<file path="src/rtl/uart_pkg.sv">
// uart_pkg: shared UART frame constants, TX FSM state encoding and the baud divider macro (also used by the receiver).
`ifndef UART_DIV
`define UART_DIV(clk_hz, baud) ((clk_hz) / (baud))
`endif
package uart_pkg;
  localparam int UART_DATA_BITS = 8;
  localparam logic UART_IDLE_LEVEL = 1'b1;
  localparam logic UART_START_LEVEL = 1'b0;
  typedef enum logic [2:0] {
    IDLE   = 3'd0,
    START  = 3'd1,
    DATA   = 3'd2,
    PARITY = 3'd3,
    STOP   = 3'd4
  } uart_state_e;
endpackage

</file>
<file path="src/rtl/uart_tx_sync_fifo.sv">
// uart_tx_sync_fifo: synchronous FIFO with registered full/empty/count and a one-cycle drop pulse.
// A push into a full FIFO is accepted when a pop happens in the same cycle.
module uart_tx_sync_fifo #(
  parameter int FIFO_DEPTH = 16,
  parameter int WIDTH      = 8,
  parameter int CNT_W      = $clog2(FIFO_DEPTH) + 1
) (
  input  logic             i_clk,
  input  logic             i_rst_n,
  input  logic             i_push,
  input  logic [WIDTH-1:0] i_data,
  input  logic             i_pop,
  output logic [WIDTH-1:0] o_data,
  output logic             o_full,
  output logic             o_empty,
  output logic [CNT_W-1:0] o_count,
  output logic             o_dropped
);
  localparam int AW = $clog2(FIFO_DEPTH);
  logic [WIDTH-1:0] r_mem [FIFO_DEPTH];
  logic [AW-1:0]    r_wr_ptr, r_rd_ptr;
  logic [CNT_W-1:0] r_count;
  logic             r_full, r_empty, r_dropped;
  logic             w_push_ok, w_pop_ok;
  logic [CNT_W-1:0] w_count_nx;
  assign w_pop_ok   = i_pop && !r_empty;
  assign w_push_ok  = i_push && (!r_full || w_pop_ok);
  assign w_count_nx = r_count + CNT_W'(w_push_ok) - CNT_W'(w_pop_ok);
  always_ff @(posedge i_clk or negedge i_rst_n) begin
    if (!i_rst_n) begin
      r_wr_ptr  <= '0;
      r_rd_ptr  <= '0;
      r_count   <= '0;
      r_full    <= 1'b0;
      r_empty   <= 1'b1;
      r_dropped <= 1'b0;
    end else begin
      if (w_push_ok) r_wr_ptr <= r_wr_ptr + AW'(1);
      if (w_pop_ok) r_rd_ptr <= r_rd_ptr + AW'(1);
      r_count   <= w_count_nx;
      r_full    <= w_count_nx == CNT_W'(FIFO_DEPTH);
      r_empty   <= w_count_nx == '0;
      r_dropped <= i_push && !w_push_ok;
    end
  end
  always_ff @(posedge i_clk) begin
    if (w_push_ok) r_mem[r_wr_ptr] <= i_data;
  end
  assign o_data    = r_mem[r_rd_ptr];
  assign o_full    = r_full;
  assign o_empty   = r_empty;
  assign o_count   = r_count;
  assign o_dropped = r_dropped;
endmodule

</file>
<file path="src/rtl/uart_tx_fifo_mmio.sv">
// uart_tx_fifo_mmio: MMIO-fed UART transmitter, FIFO-buffered, 8N1 LSB first (8E1 when UART_TX_PARITY_EN is defined).
// Frames run back-to-back while the FIFO holds data; the line idles high.
module uart_tx_fifo_mmio
  import uart_pkg::*;
#(
  parameter int CLK_HZ     = 100_000_000,
  parameter int BAUD       = 128_000,
  parameter int FIFO_DEPTH = 16,
  parameter int CNT_W      = $clog2(FIFO_DEPTH) + 1
) (
  input  logic             iFpgaClk,
  input  logic             iFpgaRstN,
  input  logic             iWrEn,
  input  logic [7:0]       iWrData,
  output logic             oFull,
  output logic             oEmpty,
  output logic             oBusy,
  output logic [CNT_W-1:0] oCount,
  output logic             oDropped,
  output logic             oFpgaUartToPc
);
  localparam int DIV = `UART_DIV(CLK_HZ, BAUD);
  localparam int CW  = $clog2(DIV);
  uart_state_e r_state, w_state_nx;
  logic [CW-1:0] r_cnt;
  logic [7:0]    r_shreg;
  logic [2:0]    r_idx;
  logic [7:0]    w_head;
  logic          w_pop, w_line, w_bit_end;
`ifdef UART_TX_PARITY_EN
  logic          r_par;
`endif
  uart_tx_sync_fifo #(.FIFO_DEPTH(FIFO_DEPTH), .WIDTH(8), .CNT_W(CNT_W)) u_fifo (
    .i_clk     (iFpgaClk),
    .i_rst_n   (iFpgaRstN),
    .i_push    (iWrEn),
    .i_data    (iWrData),
    .i_pop     (w_pop),
    .o_data    (w_head),
    .o_full    (oFull),
    .o_empty   (oEmpty),
    .o_count   (oCount),
    .o_dropped (oDropped)
  );
  assign w_bit_end = (r_state != IDLE) && (r_cnt == CW'(DIV - 1));
  always_comb begin
    w_state_nx = r_state;
    w_pop      = 1'b0;
    w_line     = UART_IDLE_LEVEL;
    case (r_state)
      IDLE: begin
        w_pop      = !oEmpty;
        w_state_nx = oEmpty ? IDLE : START;
      end
      START: begin
        w_line = UART_START_LEVEL;
        if (w_bit_end) w_state_nx = DATA;
      end
      DATA: begin
        w_line = r_shreg[0];
`ifdef UART_TX_PARITY_EN
        if (w_bit_end && r_idx == 3'(UART_DATA_BITS - 1)) w_state_nx = PARITY;
`else
        if (w_bit_end && r_idx == 3'(UART_DATA_BITS - 1)) w_state_nx = STOP;
`endif
      end
`ifdef UART_TX_PARITY_EN
      PARITY: begin
        w_line = r_par;
        if (w_bit_end) w_state_nx = STOP;
      end
`endif
      STOP: begin
        // last stop clock chains straight into the next frame when data is waiting
        if (w_bit_end) begin
          w_pop      = !oEmpty;
          w_state_nx = oEmpty ? IDLE : START;
        end
      end
      default: w_state_nx = IDLE;
    endcase
  end
  always_ff @(posedge iFpgaClk or negedge iFpgaRstN) begin
    if (!iFpgaRstN) begin
      r_state <= IDLE;
      r_cnt   <= '0;
      r_shreg <= '0;
      r_idx   <= '0;
    end else begin
      r_state <= w_state_nx;
      r_cnt   <= (r_state == IDLE || w_bit_end) ? '0 : r_cnt + CW'(1);
      r_shreg <= w_pop ? w_head : (r_state == DATA && w_bit_end) ? r_shreg >> 1 : r_shreg;
      r_idx   <= (r_state != DATA) ? '0 : w_bit_end ? r_idx + 3'd1 : r_idx;
    end
  end
`ifdef UART_TX_PARITY_EN
  always_ff @(posedge iFpgaClk or negedge iFpgaRstN) begin
    if (!iFpgaRstN) r_par <= 1'b0;
    else if (w_pop) r_par <= ^w_head;
  end
`endif
  assign oBusy         = r_state != IDLE;
  assign oFpgaUartToPc = w_line;
endmodule

</file>
<file path="config.mk">
export PLATFORM = sky130hd
export DESIGN_NAME = uart_tx_fifo_mmio
export DESIGN_NICKNAME = d
export VERILOG_FILES = /design/src/rtl/uart_pkg.sv /design/src/rtl/uart_tx_sync_fifo.sv /design/src/rtl/uart_tx_fifo_mmio.sv
export SDC_FILE = /design/constraint.sdc
export NUM_CORES = 1
export LEC_CHECK = 0
export BUFFER_PORTS_ARGS = -buffer_cell sky130_fd_sc_hd__clkbuf_2
export CORE_MARGIN = 8
export CORE_UTILIZATION = 43
export CTS_CLUSTER_SIZE = 40
export DETAILED_ROUTE_END_ITERATION = 6
export GPL_TIMING_DRIVEN = 0
export PLACE_DENSITY = 0.71
export SYNTH_ARGS = -nofsm -noshare
export SYNTH_HDL_FRONTEND = slang
export SYNTH_SLANG_ARGS = --single-unit
</file>
<file path="constraint.sdc">
create_clock -name iFpgaClk -period 3.2 [get_ports iFpgaClk]
set_input_delay 0.16 -clock iFpgaClk [delete_from_list [all_inputs] [get_ports iFpgaClk]]
set_output_delay 0.16 -clock iFpgaClk [all_outputs]
set_load 0.05 [all_outputs]
</file>
==> summary.md, run 1 <==
The tools report the endpoint with the worst hold slack as u_fifo.o_dropped. The routed layout has 3736 vias. In the detailed route, the total length drawn on met2 is 7058 um. The number of distinct library cells after synthesis was 51. Measured along the x axis, the die boundary spans 143.7 um. The run gives 0.16 ns as the register-to-register path setup slack.

The clock network power share is 28.7%, and the largest driver fanout on the critical path is 10. The number of clock buffers added by TritonCTS is 17. The tools report the critical path launch point type as a register.

The die covers 20640 sq um. In this run the core area contains 46 standard-cell rows. Clock-pin slew was measured on the worst setup and hold paths at 0.06 ns. The synthesized netlist devotes 7.729% of its cell area to simple gates.

The async set-or-reset flop fraction in the synthesized netlist was 23.81%; the pin count of the biggest net entering global routing was 41. Of the synthesized area, sequential elements account for 69.14%. The Yosys warning count was 0. Using the TritonRoute via totals, the vias-per-cell ratio works out to 5.383. The share of the clock period used by the worst path was 94.90%. The top-level port count was 21. Of all cell types, the one taking the most synthesized area is edfxtp_1. The total number of clock tree sinks was 168; the initial core utilization was 44.12%. The xor/xnor share of the synthesized area came out at 2.356%. Proportion of synthesized area in mux cells: 11.28%. Dividing the synthesized area by the synthesized cell count gives 16.69 sq um. The worst pin sits at a relative slew slack of 35.11%. In the final routed layout, each cell accounts on average for 19.71 um. For the area of the core, the log shows 15890 sq um. The least setup slack across all paths after layout is 0.1632 ns. The post-route netlist has 25.31% of its cells at a drive strength greater than 1. Routability-driven placement finished with a final weighted congestion of 0.8177.

Timing would allow up to 329.3 MHz. The internal portion of the total power is 0.005148 W. Combinational logic burns 32.8% of the power. At the pin with the least slew margin, the transition time is 0.9734 ns.

The net count after synthesis is 446. After synthesis, the cell types taking the most area are edfxtp_1 (55%), dfrtp_1 (14%), mux4_2 (8.4%). The detailed-routing wirelength on met1 was 5693 um; the adder-cell area share of the yosys netlist was 2.785%.

In this run the critical register-to-register path is launched from r_cnt[4]. For this design the ratio of total power to cell area is 938.6 nW/um^2. From synthesis to final layout, the design area changed by 15.53%. Summed over all nets, the half-perimeter wirelength after detailed placement is 9227 um. The worst setup path is of the reg -> reg kind. Summing every instance area after synthesis gives 7009 sq um. The max capacitance violation total came out at 0. The top layer used by detailed routing was met4.

For the final routed database, the setup TNS stands at 0 ns. The longest clock path from root to sink contains 2 buffers. Global routing used 14.54% of the available tracks across all layers. The number of cells on the worst hold path is 2, and the depth of the worst register-to-register path is 11. STA classifies the critical path endpoint as a register.

The synthesized design contains 128 enable-type register cells. Via count of the first global-routing pass: 3895. Synthesis produced a netlist whose cell count is 420. In the routed design, unresolved DRC markers number 0.

The H-tree was split into 4 levels. VDD sags by at most 0.4042 mV. In this run the worst hold path is classified as in -> reg. Subtracting the final worst setup slack from the clock period gives 3.037 ns. Data on the critical path is required at its endpoint by 3.57 ns.

TritonCTS built the clock tree. The port buffer count works out to 20. In this run the static leakage power is 2.926 nW. Combinational family with the most area after synthesis: multiplexers. Summed over all layers, the global routing overflow is 0. The run gives 0 as the initial antenna violation count. The logs give 0.01670 ns for the final setup skew and 0 for the number of hold-slack violations in the final timing report.

Timing analysis after detailed placement gives a worst setup slack of -0.1417 ns. The synthesized design contains 168 register bits. After detailed routing, the met3 layer carries 683 um of wire. The end of the worst register-to-register path was u_fifo.o_empty.

The tools report the sequential share of power as 38.5%. The run finished with clean final reports. For the final setup violation count, the log shows 0. The root buffer cell chosen for the clock tree is clkbuf_16. The worst hold path begins at iWrEn. The first global-routing pass estimated 21980 um of wire. The count of TritonRoute iterations in the first routing pass was 5; the power dissipated by switching net loads was 0.002453 W. For the worst setup path, the data arrival time is 3.41 ns. 0 antenna diodes ended up in the layout.

The synthesized netlist devotes 4.427% of its cell area to compound gates. After the first detailed-routing iteration, the DRC count stood at 326. In this run the remaining antenna-violating nets after routing total 0. In the synthesized netlist the dominant register cell turns out to be edfxtp_1.

The run gives 0 as the number of pins exceeding their max-slew limit in the final report. The final layout contains 491 nets. The area share of the largest cell type after synthesis works out to 54.84%. After detailed routing, the total wire length is 13680 um. For the worst-skew pair, the clock arrives at the later sink with an insertion delay of 0.43 ns. The floorplan step set the die height to 143.7 um. Of the total power, the share spent switching nets is 32.27%.
==> kinds of logic after synthesis <==
| logic type | Yosys count |
|---|---|
| buf+inv | 29 |
| compound gates | 50 |
| flops | 168 |
| mux | 45 |
| fa+ha+maj | 15 |
| simple gates | 95 |
| xor+xnor | 18 |
==> cells in the final DEF, fill, tap and decap left out, types with 3 or more instances in the layout <==
cell / n
clkinv_1: 6
bufinv_16: 5
o22ai_1: 6
xnor2_1: 12
o21ai_0: 8
and3_1: 18
buf_2: 5
nor3_1: 3
o21ai_1: 8
nor2_1: 15
inv_1: 12
o31ai_1: 3
nand2_1: 23
ha_1: 13
edfxtp_1: 128
dfrtp_1: 39
mux2i_1: 7
a21oi_1: 8
or3_1: 3
buf_4: 8
clkbuf_16: 17
nand3_1: 5
mux2_2: 12
a22oi_1: 4
clkbuf_1: 5
nor2b_1: 6
xor2_1: 4
clkbuf_2: 20
mux4_2: 26
and2_1: 3
a211oi_1: 5
==> routing by layer <==
metal | GRT usage (%) | vias up
met1 | 18.10 | 1915
li1 | - | 1704
met3 | 3.086 | 21
met2 | 24.08 | 96
met5 | 0 | -
met4 | 6.364 | 0
==> timing repair <==
action                                 CTS  global route
setup endpoints to repair                3             3
gates resized for setup                  1             7
pin swaps                                2             3
cloned                                   0             0
setup buffers                            1             4
endpoints found under the hold margin   39             0
hold buffers                             1             0
==> state kept, by name (all words and copies together), names as in the netlist, 3 cells and up <==
register / count
u_fifo.r_mem: 128
r_cnt: 10
r_shreg: 8
u_fifo.o_count: 5
u_fifo.r_rd_ptr: 4
u_fifo.r_wr_ptr: 4
r_idx: 3
r_state: 3
==> synth_stat cells, types with 5 or more instances <==
master and number:
nand2_1 23, mux4_2 26, and3_1 18, ha_1 14, mux2i_1 7, xnor2_1 13, nor2_1 15, o21ai_1 8
o22ai_1 6, a211oi_1 5, buf_2 5, edfxtp_1 128, inv_1 12, mux2_2 12, dfrtp_1 39, a21oi_1 9
nor2b_1 7, nand3_1 5, o21ai_0 8
==> area by class of cell <==
cell class | count | area, sq um
fillers | 1293 | 7787
flip-flops and latches | 168 | 4846
multi-input cells | 223 | 2042
clock buffers | 18 | 429.2
well taps | 216 | 270.3
clock inverters | 14 | 202.7
repair buffers | 26 | 147.6
plain buffers | 15 | 105.1
inverters | 14 | 55.05
==> power by group through the flow <==
stage	clock network [W]	registers (W)	logic (W)
after floorplan	0	0.00309	0.00157
after global placement	0	0.00295	0.00226
after detailed placement	0	0.00297	0.00234
after CTS	0.00221	0.00293	0.00235
after global routing	0.00229	0.00297	0.00271
final	0.00218	0.00293	0.00249
==> critical path: stages (launching register included) <==
cell and delay (ns):
dfrtp_1 0.40, or3_4 0.44, nor4_4 0.38, nor2_4 0.10, inv_4 0.12, buf_12 0.15
ha_1 0.22, inv_1 0.06, ha_2 0.18, fa_2 0.47, nor4_4 0.29, nor2b_2 0.17
==> worst max-delay path by stage <==
stage	cells past startpoint	slack (ns)	start	end
5_1_grt	11	-0.009	r_cnt[4]	u_fifo.o_empty
4_1_cts	13	0.02	r_state[0]	u_fifo.o_full
3_3_place_gp	15	-0.02	r_cnt[0]	u_fifo.o_full
6_report	11	0.16	r_cnt[4]	u_fifo.o_empty
3_5_place_dp	15	-0.14	r_cnt[0]	u_fifo.o_full
2_1_floorplan	13	0.24	u_fifo.o_empty	u_fifo.o_full
==> per-stage QoR <==
step                total power, W  util (%)  instances  hold slack, ns  instance area (sq um)
global route              0.007965     50.98        694         0.02688                   8098
floorplan                 0.004661         -        420         -0.1356                   7009
finish                    0.007601     50.98        694         0.03543                   8098
CTS                       0.007489     50.58        690         0.02573                   8034
detailed placement        0.005307     46.46        656          0.3716                   7380
global placement          0.005207     46.46        656          0.3577                   7380
Note: power is estimated with default switching activity, not from simulation.
==> run 2, diff against run 1 <==
--- a/config.mk
+++ b/config.mk
@@ -6,12 +6,14 @@
 export NUM_CORES = 1
 export LEC_CHECK = 0
 export BUFFER_PORTS_ARGS = -buffer_cell sky130_fd_sc_hd__clkbuf_2
+export CAP_MARGIN = 40
 export CORE_MARGIN = 8
 export CORE_UTILIZATION = 43
 export CTS_CLUSTER_SIZE = 40
 export DETAILED_ROUTE_END_ITERATION = 6
 export GPL_TIMING_DRIVEN = 0
 export PLACE_DENSITY = 0.71
+export REMOVE_ABC_BUFFERS = 1
 export SYNTH_ARGS = -nofsm -noshare
 export SYNTH_HDL_FRONTEND = slang
 export SYNTH_SLANG_ARGS = --single-unit
==> run 2 against run 1 <==
Clock power fell by 4%. Die area unchanged. Final cell count is 2.0% lower. Clock skew shrank 0.0059 ns.
==> summary.md, run 2 (synthesis gave the netlist of run 1 again) <==
The global-route wire length before repair was 20760 um (-5.5%); the post-route setup TNS was 0 ns (unchanged). The number of pins exceeding their max-slew limit in the final report was 0 (unchanged). The largest driver fanout on the critical path came out at 14 (+4). The final setup violation count is 0 (unchanged), and the post-detailed-route via-to-cell ratio is 5.379 (about the same). Walking the worst path, the cells encountered are or3_4, nor4_4, nor2_4, inv_6, ha_1, inv_1, ha_1, fa_1, a21o_1, a21oi_1, xnor2_1, and2_1. Pin count of the biggest net entering global routing: 30 (-27%).

The library cells used most frequently in the layout, excluding fill and tap cells, are edfxtp_1 (128), dfrtp_1 (38), mux4_2 (26). The tools report the clock latency of the later-clocked register in the worst-skew pair as 0.42 ns (about the same). The run finished with clean final reports.

The path class of the tightest hold or removal check is in -> reg. The number of hold-slack violations in the final timing report is 0 (unchanged). Leaving out fill and tap cells, the most frequent cell in the layout is edfxtp_1.

For the max capacitance violation total, the log shows 0 (unchanged). For the number of diodes added for antenna fixing, the log shows 0 (unchanged). The non-filler instance count after layout was 680 (-2.0%); the average detailed-routed wire length per instance was 19.34 um (-1.9%).

The overall global routing resource usage was 13.73% (-0.81 points); the leftover overflow at the end of global routing was 0 (unchanged). The endpoint class of the critical path was a register. The number of placed instances, taps included was 646 (-1.5%). The maximum level of the CTS H-tree was 4 (unchanged); the first-iteration detailed-routing DRC count was 316 (-3.1%). The via count of the first global-routing pass was 3740 (-4.0%); the ratio of cells with drive above 1 in the final layout was 24.57% (-0.74 points). The number of flip-flops under the largest register name is 128 (unchanged), and the worst endpoint required time is 3.56 ns (about the same). Clock tree synthesis selected as its root buffer the cell clkbuf_16. The initial antenna violation count was 0 (unchanged); the measured slew at the worst slew-check pin was 0.7678 ns (-0.2055 ns). The total number of clock tree sinks came out at 168 (unchanged).

The run gives 48.81% (+14 points) as the relative slew slack. The largest registers in the layout are u_fifo.r_mem (128), r_cnt (10), r_shreg (8). Critical path's largest stage delay: 0.42 ns (-0.05 ns). Critical path launch point type: a register. The detailed-route via count is 3658 (-2.1%). The tools report the highest ir drop seen on vdd as 0.4940 mV (+22%). The run gives 21 (unchanged) as the top-level port count.

The detailed router used layers up to and including met4. For the die outline area, the log shows 20640 sq um (unchanged). For the count of TritonRoute iterations in the first routing pass, the log shows 5 (unchanged). The area of the core is 15890 sq um (unchanged), and the data arrival time of the critical path is 3.38 ns (-0.03 ns).

The share of the clock period used by the worst path was 94.14% (-0.76 points). The library cell contributing the largest single delay on the critical path was dfrtp_1. The buffer depth of the longest clock path was 2 (unchanged); the total number of placement rows was 46 (unchanged). Setup repair after global routing left no endpoint under its margin.

The cell that appears most often on the critical path is ha_1. The critical path's top delay family is simple AND/OR/NAND/NOR gates. TritonCTS built the clock tree. The logs give 0.7303 (-11%) for the weighted congestion reported at the end of routability-driven placement and 13150 um (-3.9%) for the post-detailed-routing wire length. The logs give 50.50% (-0.47 points) for the utilization of the core after routing and 0 (unchanged) for the total DRC errors in the routed layout. The clock transition at the registers of the reported paths works out to 0.07 ns (about the same). The run gives 0 (unchanged) as the post-route antenna net violation count. The kind of critical path is reg -> reg. The x dimension of the die is 143.7 um (unchanged). Counting flops per register, the top entry is u_fifo.r_mem.

The logs give 739 um (+8.2%) for the routed length on met3 and 44.12% (unchanged) for the initial core utilization. The time the final worst path needs with I/O delays and setup is 3.012 ns (-0.02447 ns), and the final setup skew is 0.01076 ns (-0.005940 ns). The TritonCTS buffer count was 17 (unchanged); the total power divided by cell area was 916.8 nW/um^2 (-2.3%). The tools report the total length of routed met2 wires as 6727 um (-4.7%).

The total design power is 0.007355 W (-3.2%), and the half-perimeter wire length after detailed placement is 8619 um (-6.6%). Critical path buffer and inverter count: 2 (-1). Port buffer count: 20 (unchanged). Detailed-routing wirelength on met1: 5539 um (-2.7%). For the total number of nets in the final design, the log shows 477 (-2.9%). Compared with the post-synthesis result, the final layout area differs by 14.46%.

The total leakage power is 2.887 nW (-1.3%). The maximum frequency from static timing analysis is 332.0 MHz (+0.81%), and the floorplan die height is 143.7 um (unchanged).
## run 2: changes by cell type in the layout (fill, tap and decap cells not counted), moves of 4 or more
cell / change
clkbuf_1: -5
inv_8: +4
clkinv_1: -5
buf_2: -5
buf_4: -6
## run 2: path summary, 6_finish.rpt
| path | depth (start not counted) | slack, ns | start | end |
|---|---|---|---|---|
| max | 12 | 0.19 | r_state[0] | u_fifo.o_full |
| min | 2 | 0.02 | iWrEn | u_fifo.o_dropped |
| max reg2reg | 12 | 0.19 | r_state[0] | u_fifo.o_full |
| min reg2reg | 2 | 0.48 | r_shreg[3] | r_shreg[3] |
| max in group asynchronous | 3 | 2.51 | iFpgaRstN | u_fifo.o_empty |
| min in group asynchronous | 2 | 0.16 | iFpgaRstN | r_cnt[6] |
## run 2: final cells by class
type / count / area [sq um]
clock inverter: 15 / 186.4
clock buffer: 17 / 425.4
multi-input combinational: 223 / 2016
inverter: 14 / 57.56
sequential: 168 / 4847
timing repair buffer: 27 / 220.2
fill: 1304 / 7863
tap: 216 / 270.3
## run 2: metrics by stage
step,hold slack [ns],area (sq um),setup slack [ns]
after detailed placement,0.07725,7378,-0.002531
after global placement,0.3576,7274,-0.3740
after CTS,0.003328,8006,0.02074
final,0.02455,8023,0.1877
after global routing,0.01004,8023,0.03808
after floorplan,-0.1356,6904,0.3155
## run 2: metal layers
layer	track usage, %	vias to the layer above
met4	4.981	0
met3	3.517	9
met5	0	-
met2	22.36	92
li1	-	1679
met1	17.41	1878
## run 2: power breakdown
group	internal [W]	switching (W)	leakage, nW	total, W
sequential	0.00273	0.000337	1.66	0.00306
combinational	0.000966	0.00123	0.927	0.00220
clock	0.00119	0.000907	0.299	0.00209
## run 2: timing repair
| item | 4_1_cts | 5_1_grt |
|---|---|---|
| resized for setup | 2 | 2 |
| hold endpoints to repair | 39 | 0 |
| pin swaps | 0 | 1 |
| setup buffers | 0 | 1 |
| hold buffers | 1 | 0 |
| setup endpoints to repair | 2 | 3 |
